<file path="src/rtl/apb_reg_pkg.sv">
// Shared types and constants for the APB3 register completer.
// Register indices at the top of the map depend on NUM_REGS, so helpers compute them.
package apb_reg_pkg;

  typedef enum logic {
    ST_IDLE   = 1'b0,
    ST_ACCESS = 1'b1
  } apb_state_e;

  localparam int unsigned CTRL_IDX = 0;
  localparam int unsigned CNT_W    = 4;

  function automatic int unsigned status_idx(input int unsigned num_regs);
    return num_regs - 2;
  endfunction

  function automatic int unsigned xfer_cnt_idx(input int unsigned num_regs);
    return num_regs - 1;
  endfunction

endpackage

</file>
<file path="src/rtl/apb_reg_decode.sv">
// Address decode for the register bank: one-hot register select plus error flag.
// Errors cover out-of-range index, misaligned address and writes to read-only words.
module apb_reg_decode
  import apb_reg_pkg::*;
#(
  parameter int ADDRWIDTH = 16,
  parameter int NUM_REGS  = 8
) (
  input  logic [ADDRWIDTH-1:0] paddr,
  input  logic                 pwrite,
  output logic [NUM_REGS-1:0]  reg_sel,
  output logic                 err
);

  localparam int IDX_W      = ADDRWIDTH - 2;
  localparam int STATUS_IDX = int'(status_idx(NUM_REGS));
  localparam int XFER_IDX   = int'(xfer_cnt_idx(NUM_REGS));

  logic [IDX_W-1:0] idx;

  always_comb begin
    idx     = paddr[ADDRWIDTH-1:2];
    reg_sel = '0;
    err     = 1'b0;
    for (int i = 0; i < NUM_REGS; i++) begin
      if (idx == IDX_W'(i)) reg_sel[i] = 1'b1;
    end
    if (idx >= IDX_W'(NUM_REGS))       err = 1'b1;
    if (paddr[1:0] != 2'b00)           err = 1'b1;
    if (pwrite && (reg_sel[STATUS_IDX] || reg_sel[XFER_IDX])) err = 1'b1;
  end

endmodule

</file>
<file path="src/rtl/apb_reg_slave.sv">
// APB3 completer with CTRL/SCRATCH/STATUS/XFER_CNT registers, programmable wait
// states and PSLVERR on bad accesses. All APB activity is qualified by PCLKEN.
module apb_reg_slave
  import apb_reg_pkg::*;
#(
  parameter int ADDRWIDTH   = 16,
  parameter int DATAWIDTH   = 32,
  parameter int NUM_REGS    = 8,
  parameter int WAIT_STATES = 1
) (
  input  logic                 HCLK,
  input  logic                 HRESETn,
  input  logic                 PCLKEN,
  input  logic                 PSEL,
  input  logic                 PENABLE,
  input  logic [ADDRWIDTH-1:0] PADDR,
  input  logic                 PWRITE,
  input  logic [DATAWIDTH-1:0] PWDATA,
  output logic [DATAWIDTH-1:0] PRDATA,
  output logic                 PREADY,
  output logic                 PSLVERR,
  input  logic [DATAWIDTH-1:0] STATUS_IN,
  output logic [DATAWIDTH-1:0] CTRL_OUT
);

  localparam int NUM_BANK   = NUM_REGS - 2;
  localparam int STATUS_IDX = int'(status_idx(NUM_REGS));
  localparam int XFER_IDX   = int'(xfer_cnt_idx(NUM_REGS));

  apb_state_e           state_q, state_d;
  logic [CNT_W-1:0]     cnt_q, cnt_d;
  logic                 write_q, write_d;
  logic [DATAWIDTH-1:0] wdata_q, wdata_d;
  logic                 err_q, err_d;
  logic [NUM_BANK-1:0]  sel_q, sel_d;
  logic [DATAWIDTH-1:0] prdata_q, prdata_d;
  logic [DATAWIDTH-1:0] xfer_q, xfer_d;
  logic [DATAWIDTH-1:0] bank_q [NUM_BANK];
  logic [DATAWIDTH-1:0] bank_d [NUM_BANK];

  logic [NUM_REGS-1:0]  dec_sel;
  logic                 dec_err;
  logic [DATAWIDTH-1:0] rd_mux;

  apb_reg_decode #(
    .ADDRWIDTH (ADDRWIDTH),
    .NUM_REGS  (NUM_REGS)
  ) u_decode (
    .paddr   (PADDR),
    .pwrite  (PWRITE),
    .reg_sel (dec_sel),
    .err     (dec_err)
  );

  always_comb begin
    rd_mux = '0;
    for (int i = 0; i < NUM_BANK; i++) begin
      if (dec_sel[i]) rd_mux = bank_q[i];
    end
    if (dec_sel[STATUS_IDX]) rd_mux = STATUS_IN;
    if (dec_sel[XFER_IDX])   rd_mux = xfer_q;
  end

  always_comb begin
    state_d  = state_q;
    cnt_d    = cnt_q;
    write_d  = write_q;
    wdata_d  = wdata_q;
    err_d    = err_q;
    sel_d    = sel_q;
    prdata_d = prdata_q;
    xfer_d   = xfer_q;
    bank_d   = bank_q;
    case (state_q)
      ST_IDLE: begin
        if (PCLKEN && PSEL && !PENABLE) begin
          write_d  = PWRITE;
          wdata_d  = PWDATA;
          err_d    = dec_err;
          sel_d    = dec_sel[NUM_BANK-1:0];
          prdata_d = dec_err ? '0 : rd_mux;
          cnt_d    = CNT_W'(WAIT_STATES);
          state_d  = ST_ACCESS;
        end
      end
      ST_ACCESS: begin
        if (PCLKEN) begin
          if (PSEL && PENABLE) begin
            if (cnt_q != '0) begin
              cnt_d = cnt_q - CNT_W'(1);
            end else begin
              if (!err_q) begin
                xfer_d = xfer_q + DATAWIDTH'(1);
                if (write_q) begin
                  for (int i = 0; i < NUM_BANK; i++) begin
                    if (sel_q[i]) bank_d[i] = wdata_q;
                  end
                end
              end
              prdata_d = '0;
              state_d  = ST_IDLE;
            end
          end else begin
            // Master dropped the transfer mid-access: leave without side effects.
            prdata_d = '0;
            state_d  = ST_IDLE;
          end
        end
      end
      default: state_d = ST_IDLE;
    endcase
  end

  always_ff @(posedge HCLK or negedge HRESETn) begin
    if (!HRESETn) begin
      state_q  <= ST_IDLE;
      cnt_q    <= '0;
      write_q  <= 1'b0;
      wdata_q  <= '0;
      err_q    <= 1'b0;
      sel_q    <= '0;
      prdata_q <= '0;
      xfer_q   <= '0;
      for (int i = 0; i < NUM_BANK; i++) bank_q[i] <= '0;
    end else begin
      state_q  <= state_d;
      cnt_q    <= cnt_d;
      write_q  <= write_d;
      wdata_q  <= wdata_d;
      err_q    <= err_d;
      sel_q    <= sel_d;
      prdata_q <= prdata_d;
      xfer_q   <= xfer_d;
      for (int i = 0; i < NUM_BANK; i++) bank_q[i] <= bank_d[i];
    end
  end

  assign PREADY   = (state_q == ST_ACCESS) && (cnt_q == '0);
  assign PSLVERR  = PREADY && err_q;
  assign PRDATA   = prdata_q;
  assign CTRL_OUT = bank_q[CTRL_IDX];

endmodule

</file>
<file path="config.mk">
export PLATFORM = sky130hd
export DESIGN_NAME = apb_reg_slave
export DESIGN_NICKNAME = d
export VERILOG_FILES = /design/src/rtl/apb_reg_pkg.sv /design/src/rtl/apb_reg_decode.sv /design/src/rtl/apb_reg_slave.sv
export SDC_FILE = /design/constraint.sdc
export NUM_CORES = 1
export LEC_CHECK = 0
export ABC_AREA = 0
export BUFFER_PORTS_ARGS = -buffer_cell sky130_fd_sc_hd__buf_4
export CAP_MARGIN = 10
export CORE_MARGIN = 2
export CORE_UTILIZATION = 35
export DETAILED_ROUTE_END_ITERATION = 8
export REMOVE_ABC_BUFFERS = 1
export SETUP_SLACK_MARGIN = 0.5
export SKIP_LAST_GASP = 1
export SLEW_MARGIN = 20
export SYNTH_ARGS = -nofsm -noshare
export SYNTH_HDL_FRONTEND = slang
export SYNTH_HIERARCHICAL = 1
export SYNTH_SLANG_ARGS = --single-unit
</file>
<file path="constraint.sdc">
create_clock -name HCLK -period 1.9 [get_ports HCLK]
set_input_delay 0.38 -clock HCLK [delete_from_list [all_inputs] [get_ports HCLK]]
set_output_delay 0.38 -clock HCLK [all_outputs]
set_load 0.005 [all_outputs]
</file>
* Word level (Yosys, flattened, before mapping)
Index checks and enable logic that the tools add are counted.
Word-level totals: bits in registers 301
Cells by class: $add $sub $neg 2, magnitude comparators 1, equality and inequality tests 12, multiplexer cells 35, bitwise gates (word level) 3, reduce and logical (&&, ||, !) cells 22
Operator list (count):
- two-way mux 32 bit | 13
- case mux 32 bit (2 select lines) | 1
- equality test 14 x 3 -> 1 bit (second input constant) | 4
- AND reduction 7 bit | 6
- adder 32 x 1 -> 32 bit (second input constant) | 1
- equality test 14 x 2 -> 1 bit (second input constant) | 2
- two-way mux 4 bit | 4
- two-way mux 1 bit | 15
- equality test 14 x 1 -> 1 bit (second input constant) | 1
- >= comparator 14 x 4 -> 1 bit (second input constant) | 1
- logical NOT 14 bit | 1
- case mux 4 bit (2 select lines) | 1
- logical AND 1 bit | 6
- AND reduction 5 bit | 1
- logical NOT 4 bit | 1
- != test 2 x 1 -> 1 bit (second input constant) | 2
- != test 2 bit (second input constant) | 2
- AND reduction 4 bit | 1
- nonzero test 4 bit | 1
- subtractor 4 x 1 -> 4 bit (second input constant) | 1
- != test 3 bit (second input constant) | 1
- inverter 1 bit | 3
- AND reduction 3 bit | 1
- case mux 1 bit (2 select lines) | 1
- other kinds (4) | 4

* Longest topological paths before layout
Gate-level depths: netlist of the first run.
depth in word-level cells 13, depth in mapped cells 10, gate-level depth less buffers 8

* Cells and area by module
The synthesis of the first run kept the hierarchy.
By module, submodules not included:
- apb_reg_slave | instances 1, cells each 1138, area each 13276.5 µm², seq. area each 7532.2 µm²
- apb_reg_decode | instances 1, cells each 19, area each 135.1 µm², seq. area each 0.0 µm²

* Worst setup path before layout of the first run
Ideal clock, no wire load.
path type input-to-reg, start point in PADDR[7], end point reg prdata_q[10] (netlist: PRDATA[10]), library setup time 0.065 ns, data arrival time 2.192 ns, path slack -0.357 ns, stages on the path 9, cell sequence nor4_2 nand3_2 nor4_1 nand2b_1 clkbuf_1 o22ai_1 o21ai_0 o211ai_1 nand2_1
Between the ends: elaborated cells on any way between the ends 33, classes of those cells order compare (1); eq/ne (7); mux (22); reduce/logical (3)
RTL lines:
- start: declaration | RTL line apb_reg_slave.sv:16 | input logic [ADDRWIDTH-1:0] PADDR,
- equality test 14 x 3 -> 1 bit | RTL line apb_reg_decode.sv:26 | if (idx == IDX_W'(i)) reg_sel[i] = 1'b1;
- two-way mux 1 bit | RTL line apb_reg_decode.sv:26
- named net dec_sel[5] | RTL line apb_reg_slave.sv:41 | logic [NUM_REGS-1:0] dec_sel;
- two-way mux 32 bit | RTL line apb_reg_slave.sv:58 | if (dec_sel[i]) rd_mux = bank_q[i];
- two-way mux 32 bit | RTL line apb_reg_slave.sv:60 | if (dec_sel[STATUS_IDX]) rd_mux = STATUS_IN;
- two-way mux 32 bit | RTL line apb_reg_slave.sv:61 | if (dec_sel[XFER_IDX]) rd_mux = xfer_q;
- two-way mux 32 bit | RTL line apb_reg_slave.sv:81 | prdata_d = dec_err ? '0 : rd_mux;
- two-way mux 32 bit | RTL line apb_reg_slave.sv:76 | if (PCLKEN && PSEL && !PENABLE) begin
- case mux 32 bit (2 select lines) | RTL line apb_reg_slave.sv:74 | case (state_q)
- end signal: assignment | RTL line apb_reg_slave.sv:132 | prdata_q <= prdata_d;
- end: declaration | RTL line apb_reg_slave.sv:36 | logic [DATAWIDTH-1:0] prdata_q, prdata_d;
The timed path passes the listed nets, and every way through them passes these cells. The select of a mux whose other input is x is not followed. A chain may end at the register's enable or synchronous reset.

* Worst setup path in the final report of the first run
start point reg cnt_q[1], end point reg xfer_q[15]
Between the ends: longest elaborated chain between the ends 3
RTL lines:
- start: declaration | RTL line apb_reg_slave.sv:31 | logic [CNT_W-1:0] cnt_q, cnt_d;
- start signal: assignment | RTL line apb_reg_slave.sv:127 | cnt_q <= cnt_d;
- nonzero test 4 bit | RTL line apb_reg_slave.sv:89 | if (cnt_q != '0) begin
- inverter 1 bit (no line)
- AND reduction 5 bit (no line)
- end signal: assignment | RTL line apb_reg_slave.sv:133 | xfer_q <= xfer_d;
- end: declaration | RTL line apb_reg_slave.sv:37 | logic [DATAWIDTH-1:0] xfer_q, xfer_d;
No other way between the ends.

==> metrics.txt, run 1 <==
Setup WS post-layout -0.423 ns; final worst path period share 1.22; CP required 2.32 ns; dpl cells approximately 1,800; slew at the pin closest to its max-slew limit between 0.4 and 0.5 ns; Leak between 10 and 15 nW; met2 Use GR 0.369; grt ovf 0; Max-Cap Viols 0; cts bufs inserted 35; CTS Buffer Depth 3; DR WL/cell 26.4 um; drt pass-1 iters 5; crit path cell chain inv_2 -> ha_4 -> buf_6 -> nor4b_4 -> buf_4 -> buf_6 -> nand4_1 -> buf_4 -> buf_6 -> nor2_4 -> nand3_2 -> xnor2_1; DRT iter0 DRCs 874; IO buf count 151; cells on worst reg2reg path 12; Hold Fails Final Rpt 0; GRT Total Usage 0.238; Seq/Total Area, Yosys 0.562; crit path from cnt_q[1]; antenna violations before repair 0; Top cell by count, worst path buf_6; critical path type reg2reg; H-tree Lvls 2; clock slew at reported path FFs 0.06 ns; number of diodes 0; first-pass GRT wire length 69,800 um; slew margin rel. 0.719; Hold Crit Class in2reg; largest net degree at the start of global routing between 70 and 80; Via Count 11,300; syn avg cell area about 12 um2; violated checks negative setup slack; ys async rst share 1.00; initial cell density of the core 0.356; unrepaired setup endpoints after global routing true; DRC 0; CP Capture Type flop; pre-CTS setup slack -0.667 ns; core area 37,700 um2; Post-Route WL 53,600 um; #FFs+latches synth 301; crit-path max FO 3; GRT met1 Usage 0.327; CP Launch Type flop; fin. max-slew vios 0; vias per cell 5.58; Final #Nets approximately 1,600; Post-Syn Instances 1,157; busiest metal layer after global routing met2; Primary FF master, synth dfrtp_1; mapped cell area ~13,000 um2; I/O pins around 150; status complete, but fails checks; fmax 0.431 GHz; clock sink count 301; num rows 71; Die ar. 39,900 um2; count of final setup violators between 200 and 300; Die Span Y between 150 and 200 um; worst vdd ir 474 uV; power per cell area 689 nW/um2; met3 usage 0.0486; fin crit period between 2 and 2.5 ns; R2R setup slack -0.42 ns; Post-synth EDFFs 0; Reg-to-Reg Start cnt_q[1]; Critical Path End xfer_q[15]; Final ANT Viol Nets 0; Worst path max stage delay 0.38 ns; CP arrival 2.74 ns; worst r2r dst xfer_q[15]; worst-skew pair later-pin latency between 0.5 and 0.6 ns; Synthesis Warnings 6; non-filler instance count after layout 2,030; Yosys cell types 48; Post-DP HPWL 25,200 um; vias in the first global route 10,900; layout cells sized above 1 0.549; root buffer cell clkbuf_16; Setup TNS Final -75.58 ns; GPL Wtd Cong 0.790; CTS tree built; Slowest-stage cell, CP dfrtp_1; Die Width 200 um; area delta synth->final 57.2%; skew final between 0.01 and 0.015 ns
## per-layer routing
layer  wire, um  part of all wire
met1      22100              0.41
met2      24200              0.45
met5          0                 0
met3       4460             0.083
met4       2870             0.054
## cells by family (layout without fill, tap and decap cells)
family,count (synthesis),count (layout),synth area share
buf+inv,113,475,0.0435
simple gates,281,281,0.0974
xor+xnor,33,33,0.0215
flops,301,301,0.562
compound gates,233,233,0.111
mux,194,194,0.163
fa+ha+maj,2,2,0.00187
## cells in the mapped netlist (3+ instances only)
master    instances  share of area
nand2_2           6         0.0028
nor4_1            5         0.0023
inv_1            11         0.0031
and3_1            6         0.0028
nor3_1            6         0.0022
buf_2            28          0.010
mux2_1           87          0.073
mux2_2          106          0.089
a21oi_1          34          0.013
or3_1             3         0.0014
o22ai_1          62          0.029
nor2_1           13         0.0036
xnor2_1          22          0.014
xor2_1           11         0.0072
buf_4            33          0.018
o211ai_1         32          0.018
nand3_1          11         0.0041
clkbuf_1         41          0.011
nand2_1         194          0.054
dfrtp_1         301           0.56
o21ai_0          37          0.014
nand2b_1          3         0.0014
nand4_1          10         0.0047
nor2b_1           3         0.0014
a22oi_1          63          0.035
and4_1            4         0.0026
## cell type report
class                           instances  area (um2)
Fill cell                            3056       16600
Timing Repair Buffer                  404        5100
Multi-Input combinational cell        743        6680
Clock inverter                          5        33.8
Clock buffer                           55        1040
Sequential cell                       301        7540
Inverter                               11        46.3
Tap cell                              511         639
## critical path: cells and delay by family, from the launching register on
family                   cells  cell delay (ns)
adder cells (fa/ha/maj)      1             0.14
AND/OR/NAND/NOR              4             0.68
flip-flops                   1             0.38
buffers and inverters        6             0.76
XOR/XNOR                     1             0.24
## what timing repair did
action	in CTS	in global routing
endpoints found under the setup margin	366	367
endpoints found under the hold margin	21	0
cloned	31	23
buffers inserted	55	55
gates resized for setup	276	252
hold buffers	1	0
pin swaps	44	114
## worst min-delay path by stage
stage               start     endpoint  slack (ns)  cells after the start
6_report       PWDATA[27]  wdata_q[27]        0.06                      3
2_1_floorplan     HRESETn  CTRL_OUT[0]        0.08                      0
3_5_place_dp      HRESETn     cnt_q[0]        0.27                      1
4_1_cts        PWDATA[27]  wdata_q[27]        0.04                      3
3_3_place_gp      HRESETn     cnt_q[3]        0.27                      1
5_1_grt        PWDATA[11]  wdata_q[11]        0.06                      3
## flip-flops by register name, indices dropped and copies added, names as in the netlist, 4 cells and up
register / cells
sel_q: 6
cnt_q: 4
xfer_q: 32
PRDATA: 32
wdata_q: 32
bank_q: 160
CTRL_OUT: 32
## where the power goes
part	internal [mW]	leakage (nW)	total [mW]	switching, mW
registers	6.59	4.13	6.98	0.392
logic	0.568	5.79	1.14	0.568
clock network	3.75	0.522	6.42	2.67
total	10.9	10.4	14.5	3.63
## metrics by stage
step	area [um2]	hold WS [ns]	total power, mW	utilization
after floorplan	12900	0.0844	7.13	-
after global placement	15700	0.267	7.68	0.418
after detailed placement	15700	0.268	7.71	0.418
after CTS	19200	0.0407	14.2	0.510
after global routing	21100	0.0585	15.0	0.560
final	21100	0.0551	14.5	0.560
## cells in the final DEF (no fill, tap or decap), types with 5 or more instances in the layout
master / instances
o21ai_0: 5
mux2_4: 88
clkbuf_16: 51
o22ai_2: 19
o211ai_1: 32
o22ai_4: 6
clkbuf_8: 9
nor4_4: 6
and3_1: 5
a22oi_2: 22
nor2_4: 7
dfrtp_1: 293
nor3_4: 5
xnor2_1: 18
a21oi_1: 34
o21ai_2: 10
o22ai_1: 37
buf_6: 108
dfrtp_2: 8
nand2_2: 39
mux2_2: 105
a22oi_1: 41
clkbuf_1: 11
buf_8: 9
nand3_2: 6
nand2_1: 135
buf_16: 33
buf_12: 52
o21ai_1: 22
inv_1: 8
nand2_4: 20
buf_4: 185
xor2_1: 11
nand4_1: 10
nand2_8: 6
(Power assumes the default switching activity.)
==> run 2: changes to the inputs <==
--- a/config.mk
+++ b/config.mk
@@ -11,6 +11,7 @@
 export CORE_MARGIN = 2
 export CORE_UTILIZATION = 35
 export DETAILED_ROUTE_END_ITERATION = 8
+export HOLD_SLACK_MARGIN = 0.08
 export REMOVE_ABC_BUFFERS = 1
 export SETUP_SLACK_MARGIN = 0.5
 export SKIP_LAST_GASP = 1
==> constraint.sdc (replaced) <==
create_clock -name HCLK -period 1.9 [get_ports HCLK]
set_input_delay 0.19 -clock HCLK [delete_from_list [all_inputs] [get_ports HCLK]]
set_output_delay 0.19 -clock HCLK [all_outputs]
set_load 0.02 [all_outputs]
==> run 2 against run 1 <==
The run still ends with negative setup slack left. Clock-buffer cell count down 6. Sequential cell count unchanged. Clock skew up 0.0039 ns.
==> metrics.txt, run 2 (synthesis gave the netlist of run 1 again) <==
fmax 0.482 GHz (+12%); crit-path max FO 3 (unchanged); clock slew at reported path FFs 0.06 ns (about the same); worst r2r dst xfer_q[13]; fin. max-slew vios 0 (unchanged); DRC 0 (unchanged); vias per cell 5.37 (-3.8%); grt ovf 0 (unchanged); Final Instance Area 19,500 um2 (-7.7%); crit path cell chain inv_2 -> ha_4 -> nor4b_4 -> buf_4 -> nand4_1 -> buf_4 -> nor2_2 -> and4_1 -> xor2_1; GRT Total Usage 0.216 (-0.0226); vias in the first global route 10,500 (-3.8%); max reg flops 160 (unchanged); status complete, but fails checks; CTS Buffer Depth 3 (unchanged); Critical Path End xfer_q[13]; number of diodes 0 (unchanged); crit path from cnt_q[0]; Final ANT Viol Nets 0 (unchanged); part of the power in registers 0.482 (+0.002); CTS tree built; violated checks negative setup slack; drt pass-1 iters 5 (unchanged); Post-DP HPWL 25,200 um (about the same); R2R setup slack -0.17 ns (+0.25 ns); Leak 9.66 nW (-7.5%); Hold Fails Final Rpt 0 (unchanged); Final #Nets 1,518 (-4.2%); CP Launch Type flop; DR WL/cell 23.7 um (-10%); non-filler instance count after layout 1,962 (-3.3%); Setup WS post-layout -0.174 ns (+0.248 ns); clock sink count 301 (unchanged); commonest non-fill, non-tap cell in the layout dfrtp_1; GRT met1 Usage 0.297 (-0.0304); GPL Wtd Cong 0.763 (-3.4%); DRT iter0 DRCs 828 (-5.3%); dpl cells 1,792 (-0.72%); Die Width 200 um (unchanged); Worst path max stage delay 0.39 ns (about the same); power per cell area 743 nW/um2 (+7.8%); first-pass GRT wire length 63,800 um (-8.6%); count of final setup violators 248 (-3.9%); CP Capture Type flop; busiest metal layer after global routing met2; critical path type reg2reg; skew final 0.0184 ns (+0.00393 ns); final worst path period share 1.09 (-0.131); slew margin rel. 0.678 (-0.0408); worst vdd ir 388 uV (-18%); num rows 71 (unchanged); met3 usage 0.0398 (-0.00874); Post-Route WL 46,500 um (-13%); largest net degree at the start of global routing 76 (-1.3%); Max-Cap Viols 0 (unchanged); Die ar. 39,900 um2 (unchanged); cells on worst reg2reg path 9 (-3); antenna violations before repair 0 (unchanged); met2 Use GR 0.343 (-0.0267); CP arrival 2.50 ns (-0.24 ns); Area after DPL 15,700 um2 (-0.46%); cts bufs inserted 34 (-2.9%); I/O pins 152 (unchanged); area delta synth->final 45.2%; worst-skew pair later-pin latency 0.51 ns (about the same); Die Span Y 200 um (unchanged); slew at the pin closest to its max-slew limit 0.481 ns (+0.0593 ns); Clock Power Share 0.440 (-0.002); H-tree Lvls 2 (unchanged); Net Sw Power 3.50 mW (-3.4%); core area 37,700 um2 (unchanged); Hold Crit Class in2reg; Via Count 10,500 (-7.0%); FILL cells 3,280 (+7.3%); fin crit period 2.07 ns (-0.248 ns); root buffer cell clkbuf_16; IO buf count 151 (unchanged); CP required 2.32 ns (about the same); unrepaired setup endpoints after global routing true; Int Pwr 11.0 mW (+0.50%); layout cells sized above 1 0.460 (-0.0894); Slowest-stage cell, CP dfrtp_1; initial cell density of the core 0.356 (unchanged); Top cell by count, worst path buf_4; most frequent cells in the layout dfrtp_1 (301), buf_4 (191), nand2_1 (137); Reg-to-Reg Start cnt_q[0]; Top reg by flops bank_q; logic gate share of total power 0.078 (about the same); sw frac 0.242 (-0.00727)
-- run 2: changes by cell type in the layout (fill, tap and decap cells not counted), sizes merged --
| cell | delta |
|---|---|
| inv | +1 |
| clkinvlp | -1 |
| dlygate4sd3 | +58 |
| clkbuf | -10 |
| buf | -119 |
| clkinv | +2 |
| bufinv | +1 |
-- run 2: worst min-delay path by stage --
stage	start	cells after the start	slack [ns]	end
final	STATUS_IN[1]	5	0.1	PRDATA[1]
after global routing	STATUS_IN[1]	5	0.11	PRDATA[1]
after CTS	STATUS_IN[7]	5	0.08	PRDATA[7]
after detailed placement	HRESETn	1	0.15	sel_q[4]
after global placement	HRESETn	1	0.14	CTRL_OUT[15]
after floorplan	HRESETn	0	-0.11	CTRL_OUT[0]
-- run 2: per-layer routing --
| layer | wire length [um] | part of all wire |
|---|---|---|
| met3 | 3060 | 0.066 |
| met1 | 20400 | 0.44 |
| met4 | 1350 | 0.029 |
| met5 | 0 | 0 |
| met2 | 21600 | 0.47 |
-- run 2: cell type report --
type / count / area [um2] / area share
clock buffer: 49 / 998 / 0.0513
multi-input combinational: 743 / 6360 / 0.327
tap: 511 / 639 / 0.0328
sequential: 301 / 7530 / 0.387
inverter: 11 / 41.3 / 0.00212
timing repair buffer: 339 / 3820 / 0.196
clock inverter: 8 / 75.1 / 0.00386
-- run 2: through the flow --
stage | util | worst slack (ns) | hold WS [ns] | setup TNS (ns) | total power, mW
3_3_place_gp | 0.416 | -0.395 | 0.139 | -18.82 | 7.66
3_5_place_dp | 0.416 | -0.391 | 0.145 | -23.79 | 7.68
2_1_floorplan | - | -3.95 | -0.106 | -197.56 | 7.13
6_report | 0.517 | -0.174 | 0.0975 | -22.25 | 14.5
5_1_grt | 0.517 | -0.325 | 0.105 | -41.88 | 15.0
4_1_cts | 0.484 | -0.146 | 0.0842 | -15.77 | 14.3
-- run 2: worst max-delay path, delay by kind of cell (launching register included) --
kind | cells | cell delay (ns)
flip-flops | 1 | 0.39
XOR/XNOR | 1 | 0.18
adder cells (fa/ha/maj) | 1 | 0.13
AND/OR/NAND/NOR | 4 | 0.81
buffers and inverters | 3 | 0.48
-- run 2: repair_timing --
item	CTS	global route
setup buffers	15	9
resized for setup	108	201
hold buffers	59	0
hold endpoints to repair	303	0
pin swaps	48	99
cloned	15	15
setup endpoints to repair	300	303
-- run 2: power by group through the flow --
stage          combinational (mW)  sequential [mW]  clock, mW
2_1_floorplan               0.244             6.89          0
3_3_place_gp                0.666             6.99          0
3_5_place_dp                0.678             7.00          0
4_1_cts                     0.933             6.91       6.45
5_1_grt                      1.23             7.01       6.73
6_report                     1.13             6.98       6.36
==> run 3: changes to the inputs <==
--- a/config.mk
+++ b/config.mk
@@ -5,7 +5,7 @@
 export SDC_FILE = /design/constraint.sdc
 export NUM_CORES = 1
 export LEC_CHECK = 0
-export ABC_AREA = 0
+export ABC_AREA = 1
 export BUFFER_PORTS_ARGS = -buffer_cell sky130_fd_sc_hd__buf_4
 export CAP_MARGIN = 10
 export CORE_MARGIN = 2
==> run 3 against run 2 <==
Clock power grew 16%. Clock skew down 0.0045 ns. Total power is 6.7% higher. Core utilization fell by 0.95 points. Critical path depth down 1. Combinational power up 20%. Wire length rose by 14%. Setup slack improved by 0.28 ns. Largest power group is now the clock network. Critical endpoint is now xfer_q[16]. The flow now finishes without violations.
==> metrics.txt, run 3 <==
worst-skew pair later-pin latency 0.52 ns (about the same); grt ovf 0 (unchanged); Hold Fails Final Rpt 0 (unchanged); cells on worst reg2reg path 8 (-1); Via Count 13,800 (+31%); Post-Route WL 53,200 um (+14%); GPL Wtd Cong 0.911 (+19%); CP required 2.31 ns (about the same); power per cell area 745 nW/um2 (+0.24%); Final Util 0.507 (-0.00949); critical path type reg2reg; largest net degree at the start of global routing 69 (-9.2%); Setup WS post-layout 0.109 ns (+0.283 ns); DRC 0 (unchanged); area of the multi-input gates 6960 um2 (+9.4%); Post-DP HPWL 29,400 um (+16%); Hold Crit Class in2reg; antenna violations before repair 0 (unchanged); Final ANT Viol Nets 0 (unchanged); vias per cell 5.22 (-2.8%); most frequent cells in the layout nand2_1 (505), dfrtp_1 (296), buf_4 (229); Yosys top cell by area dfrtp_1; core area 40,800 um2 (+8.4%); H-tree Lvls 2 (unchanged); status completed; Die Span Y 207 um (+3.8%); WHS Path Cells 5 (unchanged); max reg flops 160 (unchanged); Post-Syn Instances 1,815 (+57%); worst vdd ir 525 uV (+35%); Final #Nets 2,178 (+43%); clock sink count 301 (unchanged); crit-path max FO 4 (+1); num rows 74 (+4.2%); Die ar. 43,000 um2 (+7.7%); fin. max-slew vios 0 (unchanged); vias in the first global route 12,900 (+23%); Top reg by flops bank_q; #FFs+latches synth 301 (unchanged); most instantiated library cell after synthesis nand2_1; count of final setup violators 0 (-100%); Hold EP cnt_q[2]; worst r2r dst xfer_q[16]; skew final 0.0139 ns (-0.00454 ns); Die Width 207 um (+3.8%); first-pass GRT wire length 75,200 um (+18%); DRT iter0 DRCs 1,156 (+40%); Max-Cap Viols 0 (unchanged); Setup TNS Final 0 ns (+22.25 ns); Area after DPL 16,600 um2 (+6.0%); clock slew at reported path FFs 0.06 ns (about the same); Final Power 15.4 mW (+6.7%); final worst path period share 0.943 (-0.149); most frequent cells after synthesis nand2_1 (604), dfrtp_1 (301), o21ai_0 (204), nor2_1 (123), a21oi_1 (101); CP arrival 2.20 ns (-0.30 ns); Final Instance Area 20,700 um2 (+6.4%); IO buf count 151 (unchanged); mapped cell area 14,500 um2 (+7.9%); Seq/Total Area, Yosys 0.520 (-0.0412); initial cell density of the core 0.354 (-0.00162); drt pass-1 iters 5 (unchanged); unrepaired setup endpoints after global routing true; slew at the pin closest to its max-slew limit 0.554 ns (+0.0723 ns); layout cells sized above 1 0.299 (-0.161); Synthesis Warnings 6 (unchanged); Yosys cell types 35 (-27%); synth top area cells dfrtp_1 (52%), nand2_1 (16%), o21ai_0 (7.1%); ys async rst share 1.00 (unchanged); CP Launch Type flop; cts bufs inserted 35 (+2.9%); root buffer cell clkbuf_16; Worst Hold Launch PENABLE; non-filler instance count after layout 2,648 (+35%); Reg-to-Reg Start xfer_q[3]; fmax 0.558 GHz (+16%); Primary FF master, synth dfrtp_1; pre-CTS setup slack -0.352 ns (+0.0391 ns); final hold slack 0.106 ns (+0.00804 ns); CP Capture Type flop; FILL cells 3,740 (+14%); I/O pins 152 (unchanged); CTS tree built; CTS Buffer Depth 3 (unchanged); post-synth top area share 0.520 (-0.0412); DR WL/cell 20.1 um (-15%); R2R setup slack 0.11 ns (+0.28 ns); number of diodes 0 (unchanged); area delta synth->final 43.2%; sequential cell area 7540 um2 (about the same); dpl cells 2,456 (+37%); slew margin rel. 0.631 (-0.0470); fin crit period 1.79 ns (-0.283 ns); Leak 10.2 nW (+5.8%); syn avg cell area 7.97 um2 (-31%); GRT Total Usage 0.220 (+0.00465); commonest non-fill, non-tap cell in the layout nand2_1; Post-synth EDFFs 0 (unchanged)
==> run 3: worst max-delay path, stage by stage, from the launching register on <==
cell,delay [ns]
dfrtp_1,0.43
nand2_2,0.07
inv_2,0.09
nand3_4,0.09
nor3_4,0.34
buf_4,0.18
nand3_2,0.09
nor2_2,0.12
xor2_1,0.26
==> run 3: timing repair <==
item / 4_1_cts / 5_1_grt
buffers inserted: 9 / 26
cloned: 6 / 23
hold endpoints to repair: 235 / 0
setup endpoints to repair: 291 / 264
hold buffers: 65 / 0
pin swaps: 5 / 59
gates resized for setup: 45 / 382
==> run 3: power by group <==
| group | internal [mW] | switching, mW |
|---|---|---|
| clock | 4.65 | 2.75 |
| combinational | 0.472 | 0.887 |
| sequential | 6.60 | 0.0618 |
| total | 11.7 | 3.70 |
==> run 3: per-layer routing <==
layer	up-vias	wire, um	track usage
li1	6399	-	-
met1	6677	22600	0.313
met2	611	24000	0.355
met3	143	4210	0.0278
met4	0	2310	0.0589
met5	-	0	0
==> run 3: kinds of logic (layout without fill, tap and decap cells) <==
| family | Yosys count | after routing | synth area share |
|---|---|---|---|
| AO/OA/AOI/OAI | 378 | 378 | 0.134 |
| flip-flops | 301 | 301 | 0.520 |
| XOR/XNOR | 29 | 29 | 0.0175 |
| buffers and inverters | 232 | 533 | 0.0731 |
| AND/OR/NAND/NOR | 873 | 873 | 0.253 |
| adder cells (fa/ha/maj) | 2 | 2 | 0.00173 |
==> run 3: area by class of cell <==
| class | count | share of cell area |
|---|---|---|
| Multi-Input combinational cell | 1282 | 0.336 |
| Clock inverter | 13 | 0.00948 |
| Clock buffer | 50 | 0.0524 |
| Inverter | 100 | 0.0195 |
| Timing Repair Buffer | 370 | 0.187 |
| Sequential cell | 301 | 0.364 |
| Tap cell | 532 | 0.0321 |
==> run 3: worst max path at each step <==
| stage | to | slack, ns | cells past startpoint | start |
|---|---|---|---|---|
| after global routing | xfer_q[16] | 0.007 | 8 | xfer_q[3] |
| after global placement | PRDATA[30] | -0.34 | 18 | PADDR[13] |
| final | xfer_q[16] | 0.11 | 8 | xfer_q[3] |
| after detailed placement | PRDATA[30] | -0.35 | 18 | PADDR[13] |
| after CTS | PSLVERR | 0.14 | 6 | cnt_q[0] |
| after floorplan | PRDATA[15] | -2.35 | 15 | PADDR[13] |
